--- config.mk ---
export PLATFORM = sky130hd
export DESIGN_NAME = gpio_peer
export DESIGN_NICKNAME = d
export VERILOG_FILES = /design/src/rtl/gpio_peer.sv
export SDC_FILE = /design/constraint.sdc
export NUM_CORES = 1
export LEC_CHECK = 0
export ABC_AREA = 1
export CAP_MARGIN = 20
export CORE_UTILIZATION = 55
export DETAILED_ROUTE_END_ITERATION = 12
export GPL_TIMING_DRIVEN = 0
export PLACE_DENSITY = 0.78
export SYNTH_ARGS = -nofsm -noshare
export SYNTH_HDL_FRONTEND = slang
export SYNTH_SLANG_ARGS = --single-unit
export TNS_END_PERCENT = 20
--- constraint.sdc ---
create_clock -name clk -period 4.5 [get_ports clk]
set_clock_uncertainty 0.1 [all_clocks]
set_input_delay 1.125 -clock clk [delete_from_list [all_inputs] [get_ports clk]]
set_output_delay 1.125 -clock clk [all_outputs]
set_load 0.01 [all_outputs]
--- src/rtl/gpio_peer.sv ---
// rtl/gpio_peer.sv - board-side GPIO peer: switch debounce and gpio_out change-event FIFO
// Optional timestamp port evt_time enabled by defining GPIO_PEER_TIMESTAMP_EN.
module gpio_peer #(
  parameter int DEB_CYCLES = 4,
  parameter int FIFO_DEPTH = 4
) (
  input  logic        clk,
  input  logic        rst,
  input  logic [31:0] sw_in,
  output logic [31:0] gpio_in,
  input  logic [31:0] gpio_out,
  output logic [31:0] evt_data,
  output logic        evt_valid,
  input  logic        evt_ready,
  output logic        evt_overflow,
`ifdef GPIO_PEER_TIMESTAMP_EN
  output logic [15:0] evt_time,
`endif
  input  logic        ovf_clr
);

  localparam int CW = (DEB_CYCLES > 1) ? $clog2(DEB_CYCLES) : 1;
  localparam int PW = $clog2(FIFO_DEPTH);
  localparam int NW = PW + 1;

  logic [31:0]   sync1_q, sync1_d, sync2_q, sync2_d;
  logic [31:0]   cand_q, cand_d, gpio_in_q, gpio_in_d;
  logic [CW-1:0] cnt_q, cnt_d;
  logic [31:0]   last_out_q, last_out_d;
  logic [31:0]   mem_q [FIFO_DEPTH];
  logic [31:0]   mem_d [FIFO_DEPTH];
  logic [PW-1:0] wr_ptr_q, wr_ptr_d, rd_ptr_q, rd_ptr_d;
  logic [NW-1:0] count_q, count_d;
  logic          ovf_q, ovf_d;
  logic          change, pop, full, push_ok;
`ifdef GPIO_PEER_TIMESTAMP_EN
  logic [15:0]   ts_q, ts_d;
  logic [15:0]   ts_mem_q [FIFO_DEPTH];
  logic [15:0]   ts_mem_d [FIFO_DEPTH];
`endif

  // Debounce: a new word must stay equal to the candidate for DEB_CYCLES compares.
  always_comb begin
    sync1_d   = sw_in;
    sync2_d   = sync1_q;
    cand_d    = cand_q;
    cnt_d     = cnt_q;
    gpio_in_d = gpio_in_q;
    if (sync2_q != cand_q) begin
      cand_d = sync2_q;
      cnt_d  = '0;
    end else if (cnt_q == CW'(DEB_CYCLES - 1)) begin
      gpio_in_d = cand_q;
    end else begin
      cnt_d = cnt_q + CW'(1);
    end
  end

  always_comb begin
    change     = (gpio_out != last_out_q);
    full       = (count_q == NW'(FIFO_DEPTH));
    pop        = (count_q != '0) && evt_ready;
    push_ok    = change && (!full || pop);
    last_out_d = change ? gpio_out : last_out_q;
    mem_d      = mem_q;
    wr_ptr_d   = wr_ptr_q;
    rd_ptr_d   = rd_ptr_q;
    count_d    = count_q;
`ifdef GPIO_PEER_TIMESTAMP_EN
    ts_d       = ts_q + 16'd1;
    ts_mem_d   = ts_mem_q;
`endif
    if (push_ok) begin
      mem_d[wr_ptr_q] = gpio_out;
`ifdef GPIO_PEER_TIMESTAMP_EN
      ts_mem_d[wr_ptr_q] = ts_q;
`endif
      wr_ptr_d = wr_ptr_q + PW'(1);
    end
    if (pop) rd_ptr_d = rd_ptr_q + PW'(1);
    if (push_ok && !pop) count_d = count_q + NW'(1);
    else if (!push_ok && pop) count_d = count_q - NW'(1);
    // A drop in the same cycle as ovf_clr keeps the flag set.
    if (change && full && !pop) ovf_d = 1'b1;
    else if (ovf_clr)           ovf_d = 1'b0;
    else                        ovf_d = ovf_q;
  end

  always_ff @(posedge clk or negedge rst) begin
    if (!rst) begin
      sync1_q    <= '0;
      sync2_q    <= '0;
      cand_q     <= '0;
      cnt_q      <= '0;
      gpio_in_q  <= '0;
      last_out_q <= '0;
      wr_ptr_q   <= '0;
      rd_ptr_q   <= '0;
      count_q    <= '0;
      ovf_q      <= 1'b0;
      for (int i = 0; i < FIFO_DEPTH; i++) mem_q[i] <= '0;
`ifdef GPIO_PEER_TIMESTAMP_EN
      ts_q <= '0;
      for (int i = 0; i < FIFO_DEPTH; i++) ts_mem_q[i] <= '0;
`endif
    end else begin
      sync1_q    <= sync1_d;
      sync2_q    <= sync2_d;
      cand_q     <= cand_d;
      cnt_q      <= cnt_d;
      gpio_in_q  <= gpio_in_d;
      last_out_q <= last_out_d;
      wr_ptr_q   <= wr_ptr_d;
      rd_ptr_q   <= rd_ptr_d;
      count_q    <= count_d;
      ovf_q      <= ovf_d;
      mem_q      <= mem_d;
`ifdef GPIO_PEER_TIMESTAMP_EN
      ts_q       <= ts_d;
      ts_mem_q   <= ts_mem_d;
`endif
    end
  end

  always_comb begin
    gpio_in      = gpio_in_q;
    evt_valid    = (count_q != '0);
    evt_data     = evt_valid ? mem_q[rd_ptr_q] : 32'd0;
    evt_overflow = ovf_q;
`ifdef GPIO_PEER_TIMESTAMP_EN
    evt_time     = evt_valid ? ts_mem_q[rd_ptr_q] : 16'd0;
`endif
  end

endmodule

# After elaboration in Yosys (flattened, before gate mapping)
# Cells that the tools add are included.
classes:
  eq_ne: 5
  muxes: 13
  multipliers: 0
  n_lt_le_gt_ge: 3
  div_mod_pow: 0
  n_bitwise: 3
  shift: 0
  n_reduce_logical: 15
  add_sub_neg: 5
op_table:
  columns: ["cell", "n"]
  rows:
  - ["$bwmux 128", 1]
  - ["$mux 32", 4]
  - ["$bmux 32 s2", 1]
  - ["$demux 32 s2", 1]
  - ["$ne 32x32->1", 2]
  - ["$logic_and 1x1->1", 7]
  - ["$add 2x1->2 const B", 3]
  - ["$ge 3x3->1 const B", 2]
  - ["$mux 3", 2]
  - ["$not 2->3", 2]
  - ["$mux 2", 2]
  - ["$reduce_bool 2->1", 2]
  - ["$add 3x1->3 const B", 1]
  - ["$eq 3x3->1 const B", 1]
  - ["$logic_not 1->1", 3]
  - ["$lt 3x1->1 const B", 1]
  - ["$reduce_bool 3->1", 1]
  - ["$sub 3x1->3 const B", 1]
  - ["$eq 2x2->1 const B", 1]
  - ["$mux 1", 2]
  - ["$ne 2x2->1 const B", 1]
  - ["$reduce_and 2->1", 1]
  - ["$logic_or 1x1->1", 1]
  - ["$not 1->1", 1]
totals:
  elab_cells: 58
  mem_bits_rw: 0
  mem_count: 0
  ff_bits: 298
  out_inout_bits: 66
  mem_bits_ro: 0
  latch_bits: 0
  input_bits: 68

# Depth between registers and ports, before layout
depth:
  word_depth: 8
  depth_mapped: 17
  ltp_nobuf: 16

# Worst setup path after synthesis
# Ideal clock, no wire load.
synth_timing:
  kind: "input-to-reg"
  from: "input port gpio_out[3]"
  to: "register count_q[1]"
  setup_time_ns: 0.125
  required_time_ns: 4.275
  slack_ns: 1.388
  n_path_buf: 1
  arrival_ns: 2.887
  stages: 13
  path_cell_list: "xnor2_1 nand2_1 nor2_1 nand2_1 nor2_1 nand2_2 buf_6 nand2_1 inv_2 ha_1 inv_1 fa_1 mux2_2"
synth_lines:
  columns: ["element", "line_no", "source"]
  rows:
  - ["from (decl)", "11", "input logic [31:0] gpio_out,"]
  - ["$ne 32x32->1", "60", "change = (gpio_out != last_out_q);"]
  - ["$logic_and 1x1->1", "63", "push_ok = change && (!full || pop);"]
  - ["named net push_ok", "35", "logic change, pop, full, push_ok;"]
  - ["$logic_and 1x1->1", "81", "if (push_ok && !pop) count_d = count_q + NW'(1);"]
  - ["$mux 3", "81", null]
  - ["named net count_d[1]", "33", "logic [NW-1:0] count_q, count_d;"]
  - ["to (signal assigned)", "115", "count_q <= count_d;"]
  - ["to (decl)", "33", null]
# The timed path passes the listed nets, and every way through them passes these cells.
# A chain may end at the register's enable or synchronous reset.

# Worst setup path after layout
layout_timing:
  from: "register rd_ptr_q[0]"
  to: "output port evt_data[25]"
layout_via:
  elab_chain_len: 5
layout_rtl:
  columns: ["element", "line_no", "source"]
  rows:
  - ["from (decl)", "32", "logic [PW-1:0] wr_ptr_q, wr_ptr_d, rd_ptr_q, rd_ptr_d;"]
  - ["from (signal assigned)", "114", "rd_ptr_q <= rd_ptr_d;"]
  - ["$not 2->3 (not written as such)", "128", "evt_data = evt_valid ? mem_q[rd_ptr_q] : 32'd0;"]
  - ["$bmux 32 s2", "128", null]
  - ["$mux 32 (not written as such) (2 in a row)", "128", null]
  - ["$mux 32", "128", null]
  - ["to (decl)", "12", "output logic [31:0] evt_data,"]
# No other way between the ends. The select of a mux whose other input is x is not followed.

==> results.py <==
metrics = {
    "layout": {
        "area_delta_synth_final_pct": 22.9,
        "finalNetCount": 1620,
        "fill_cells": 1618,
        "stdcell_area_um2": 15400,
        "diodes": 0,
        "finish.cell_count_without_fillers": 1849,
        "layout_commonest_cell": "sky130_fd_sc_hd__nand2_1",
        "most-common-layout-cells": "sky130_fd_sc_hd__nand2_1 (398), sky130_fd_sc_hd__dfrtp_1 (298), sky130_fd_sc_hd__nand4_1 (161)",
        "final_layout_size_suffix_gt1_frac": 0.0612,
    },
    "worst_hold_path": {
        "timing.hold.worst_path_depth": 0,
        "hold_path_class": "flip-flop to flip-flop",
        "timing.hold.worst_endpoint": "sync2_q[18]$_DFF_PN0_",
        "hold_path_startpoint": "sync1_q[18]$_DFF_PN0_",
    },
    "routing": {
        "drt.antenna.violating_nets": 0,
        "drt_iter0_markers": 1261,
        "average_wire_per_cell_in_the_routed_design_um": 17.8,
        "routed_wl_um": 33000,
        "drc": 0,
        "detail_route.vias_per_cell": 5.60,
        "num_vias": 10400,
        "dr.pass1.iters": 6,
    },
    "sta": {
        "final_hold_viol_count": 0,
        "finalSetupViolations": 0,
        "tightestPinTransition_ns": 0.687,
        "timing.final.crit_share": 0.973,
        "finalCriticalPeriod_ns": 4.38,
        "max_freq_mhz": 228,
        "slew_violations": 0,
        "unrepaired_setup_endpoints_after_global_routing": "no",
        "slew-limit-headroom": 0.542,
    },
    "run_status": {
        "run_status": "finished clean",
    },
    "synth": {
        "synthesis.nets": 1452,
        "synth_cell_types": 26,
        "synthDominantCellAreaShare": 0.593,
        "yosys_warnings": 0,
        "synth.cell_area_um2": 12600,
        "cells_taking_the_most_area_after_synthesis": "sky130_fd_sc_hd__dfrtp_1 (59%), sky130_fd_sc_hd__nand2_1 (12%), sky130_fd_sc_hd__nand4_1 (8.0%)",
        "synth_seq_cells": 298,
        "yosys.area.top_type": "sky130_fd_sc_hd__dfrtp_1",
        "yosysSeqAreaShare": 0.593,
        "syn-instance-count": 1377,
        "syn_avg_cell_area_um2": 9.13,
    },
    "cts": {
        "cts.sinks": 298,
        "post_cts_buffers": 0,
        "cts_tree": "built",
        "ctsHoldBuffers": 0,
        "cts_buffer_depth": 3,
        "cts_made_buffers": 31,
        "worst_skew_pair.late_latency_ns": 0.56,
        "cts-root-buf": "sky130_fd_sc_hd__clkbuf_16",
        "cts.htree.levels": 1,
        "post_cts_sizing_count": 0,
        "cts.clk_slew.worst_paths_ns": 0.06,
    },
    "critical_path": {
        "crit_path_max_fanout": 10,
        "r2r-end": "count_q[1]$_DFFE_PN0P_",
        "critical_path.max_stage_delay_ns": 0.59,
        "critical_path.slowest_cell": "sky130_fd_sc_hd__clkdlybuf4s50_1",
        "path_depth": 7,
        "critical_path.endpoint_type": "output port",
        "worstReg2RegStart": "last_out_q[8]$_DFFE_PN0P_",
        "crit_path_start_kind": "flip-flop",
        "worstPathRequired_ns": 3.27,
        "worst-r2r-setup-slack_ns": 1.58,
        "critPathKind": "flip-flop to output port",
        "timing.critical_path.max_delay_family": "buffers and inverters",
        "worst-r2r-cell-count": 13,
        "crit_arrival_ns": 3.15,
        "crit_path_cell_trace": "clkbuf_1, clkbuf_1, nor2_1, nor2_1, o21ai_0, a21oi_1, clkdlybuf4s50_1",
        "cp.buffers_inverters": 3,
    },
    "placed_design": {
        "place_inst": 1792,
        "gp_congestion": 0.906,
        "numPortBuffers": 133,
        "placed_cell_area_um2": 14300,
        "dp_hpwl_um": 21600,
    },
    "power": {
        "static-leakage-power_nw": 7.32,
        "post_layout_total_power_mw": 10.4,
        "power_density_nw_per_um2": 670,
        "ir_worst_vdd_v": 0.000424,
    },
    "job": {
        "cap_violations": 0,
    },
    "floorplan": {
        "fp.dieH_um": 153,
        "design.die.area_um2": 23500,
        "initial_utilization": 0.569,
        "placementRows": 54,
        "placeableCoreArea_um2": 22100,
        "io_pins": 134,
        "chipWidth_um": 153,
    },
    "global_routing": {
        "global_route.usage.met3": 0.0417,
        "grt_overflow_total": 0,
        "gr_usage_total": 0.283,
        "grt_pass1_vias": 10100,
        "grt_max_degree": 112,
        "use_met2": 0.468,
        "grt.met1_usage": 0.375,
        "antenna_found_initial": 0,
        "gr-max-usage-layer": "met2",
        "grt_first_pass_wirelength_um": 52000,
    },
}
-- where the power goes --
group / total (mW) / internal (mW) / switching (mW)
clock: 2.81 / 1.76 / 1.05
combinational: 3.84 / 1.49 / 2.35
sequential: 3.70 / 3.35 / 0.354
total: 10.4 / 6.60 / 3.75
-- worst reg2reg max path: cells and delay by family (launching register included) --
family	cells	cell delay (ns)
buffers and inverters	3	0.39
flip-flops	1	0.37
AND/OR/NAND/NOR	6	0.92
multiplexers	1	0.27
adder cells (fa/ha/maj)	2	0.60
XOR/XNOR	1	0.17
-- worst max-delay path by stage --
stage | startpoint | to | slack, ns
global route | rd_ptr_q[0]$_DFFE_PN0P_ | evt_data[0] | 0.1
CTS | rd_ptr_q[0]$_DFFE_PN0P_ | evt_data[25] | 0.20
floorplan | gpio_out[3] | count_q[1]$_DFFE_PN0P_ | 1.39
detailed placement | gpio_out[8] | count_q[1]$_DFFE_PN0P_ | 0.25
finish | rd_ptr_q[0]$_DFFE_PN0P_ | evt_data[25] | 0.12
global placement | rst | mem_q[23]$_DFFE_PN0P_ | -10.28
-- state kept, by name, indices dropped and copies added (netlist names) --
name          count
rd_ptr_q          2
cand_q           32
count_q           3
wr_ptr_q          2
sync1_q          32
evt_overflow      1
last_out_q       32
mem_q           128
sync2_q          32
cnt_q             2
gpio_in          32
-- cells by family (layout without fill, tap and decap cells) --
group                    count (synthesis)  in the layout  synth area share
AND/OR/NAND/NOR                        725            725             0.252
flip-flops                             298            298             0.593
buffers and inverters                  190            382            0.0667
AO/OA/AOI/OAI                           99             99            0.0394
XOR/XNOR                                56             56            0.0390
adder cells (fa/ha/maj)                  7              7           0.00756
multiplexers                             2              2           0.00169
-- metal layers --
metal | part of all wire | routed length, µm | up-vias
met5 | 0 | 0 | -
met4 | 0.035 | 1170 | 0
met3 | 0.081 | 2670 | 87
met2 | 0.48 | 15800 | 488
met1 | 0.40 | 13300 | 4992
li1 | - | - | 4784
-- area by class of cell --
| class | instances | area (µm²) | share of cell area |
|---|---|---|---|
| clock buffer | 42 | 877 | 0.0568 |
| clock inverter | 15 | 254 | 0.0164 |
| multi-input combinational | 889 | 4280 | 0.277 |
| inverter | 34 | 128 | 0.00826 |
| buffer | 156 | 711 | 0.0460 |
| timing repair buffer | 135 | 1390 | 0.0901 |
| sequential | 298 | 7460 | 0.483 |
| tap | 280 | 350 | 0.0227 |
-- cell usage after synthesis --
master,instances
sky130_fd_sc_hd__nand2_1,398
sky130_fd_sc_hd__a21oi_1,33
sky130_fd_sc_hd__or2_2,4
sky130_fd_sc_hd__inv_1,32
sky130_fd_sc_hd__clkinv_1,1
sky130_fd_sc_hd__nor2_2,2
sky130_fd_sc_hd__nand2_2,1
sky130_fd_sc_hd__xnor2_1,52
sky130_fd_sc_hd__nand3_2,4
sky130_fd_sc_hd__nor2_1,150
sky130_fd_sc_hd__buf_4,11
sky130_fd_sc_hd__inv_2,1
sky130_fd_sc_hd__fa_1,1
sky130_fd_sc_hd__dfrtp_1,298
sky130_fd_sc_hd__nand3_1,5
sky130_fd_sc_hd__nand4_1,161
sky130_fd_sc_hd__ha_1,6
sky130_fd_sc_hd__clkbuf_1,108
sky130_fd_sc_hd__mux2_2,1
sky130_fd_sc_hd__mux2i_1,1
sky130_fd_sc_hd__buf_6,10
sky130_fd_sc_hd__clkbuf_2,3
sky130_fd_sc_hd__buf_1,20
sky130_fd_sc_hd__buf_2,4
sky130_fd_sc_hd__o21ai_0,66
sky130_fd_sc_hd__xor2_1,4
-- stage by stage --
step	worst slack, ns	TNS, ns	hold slack (ns)	utilization
floorplan	1.39	0	0.231	-
global placement	-10.28	-3054.61	0.232	0.645
detailed placement	0.251	0	0.235	0.648
CTS	0.203	0	0.248	0.699
global route	0.0959	0	0.251	0.699
finish	0.123	0	0.246	0.699
Note: power is estimated with default switching activity, not from simulation.
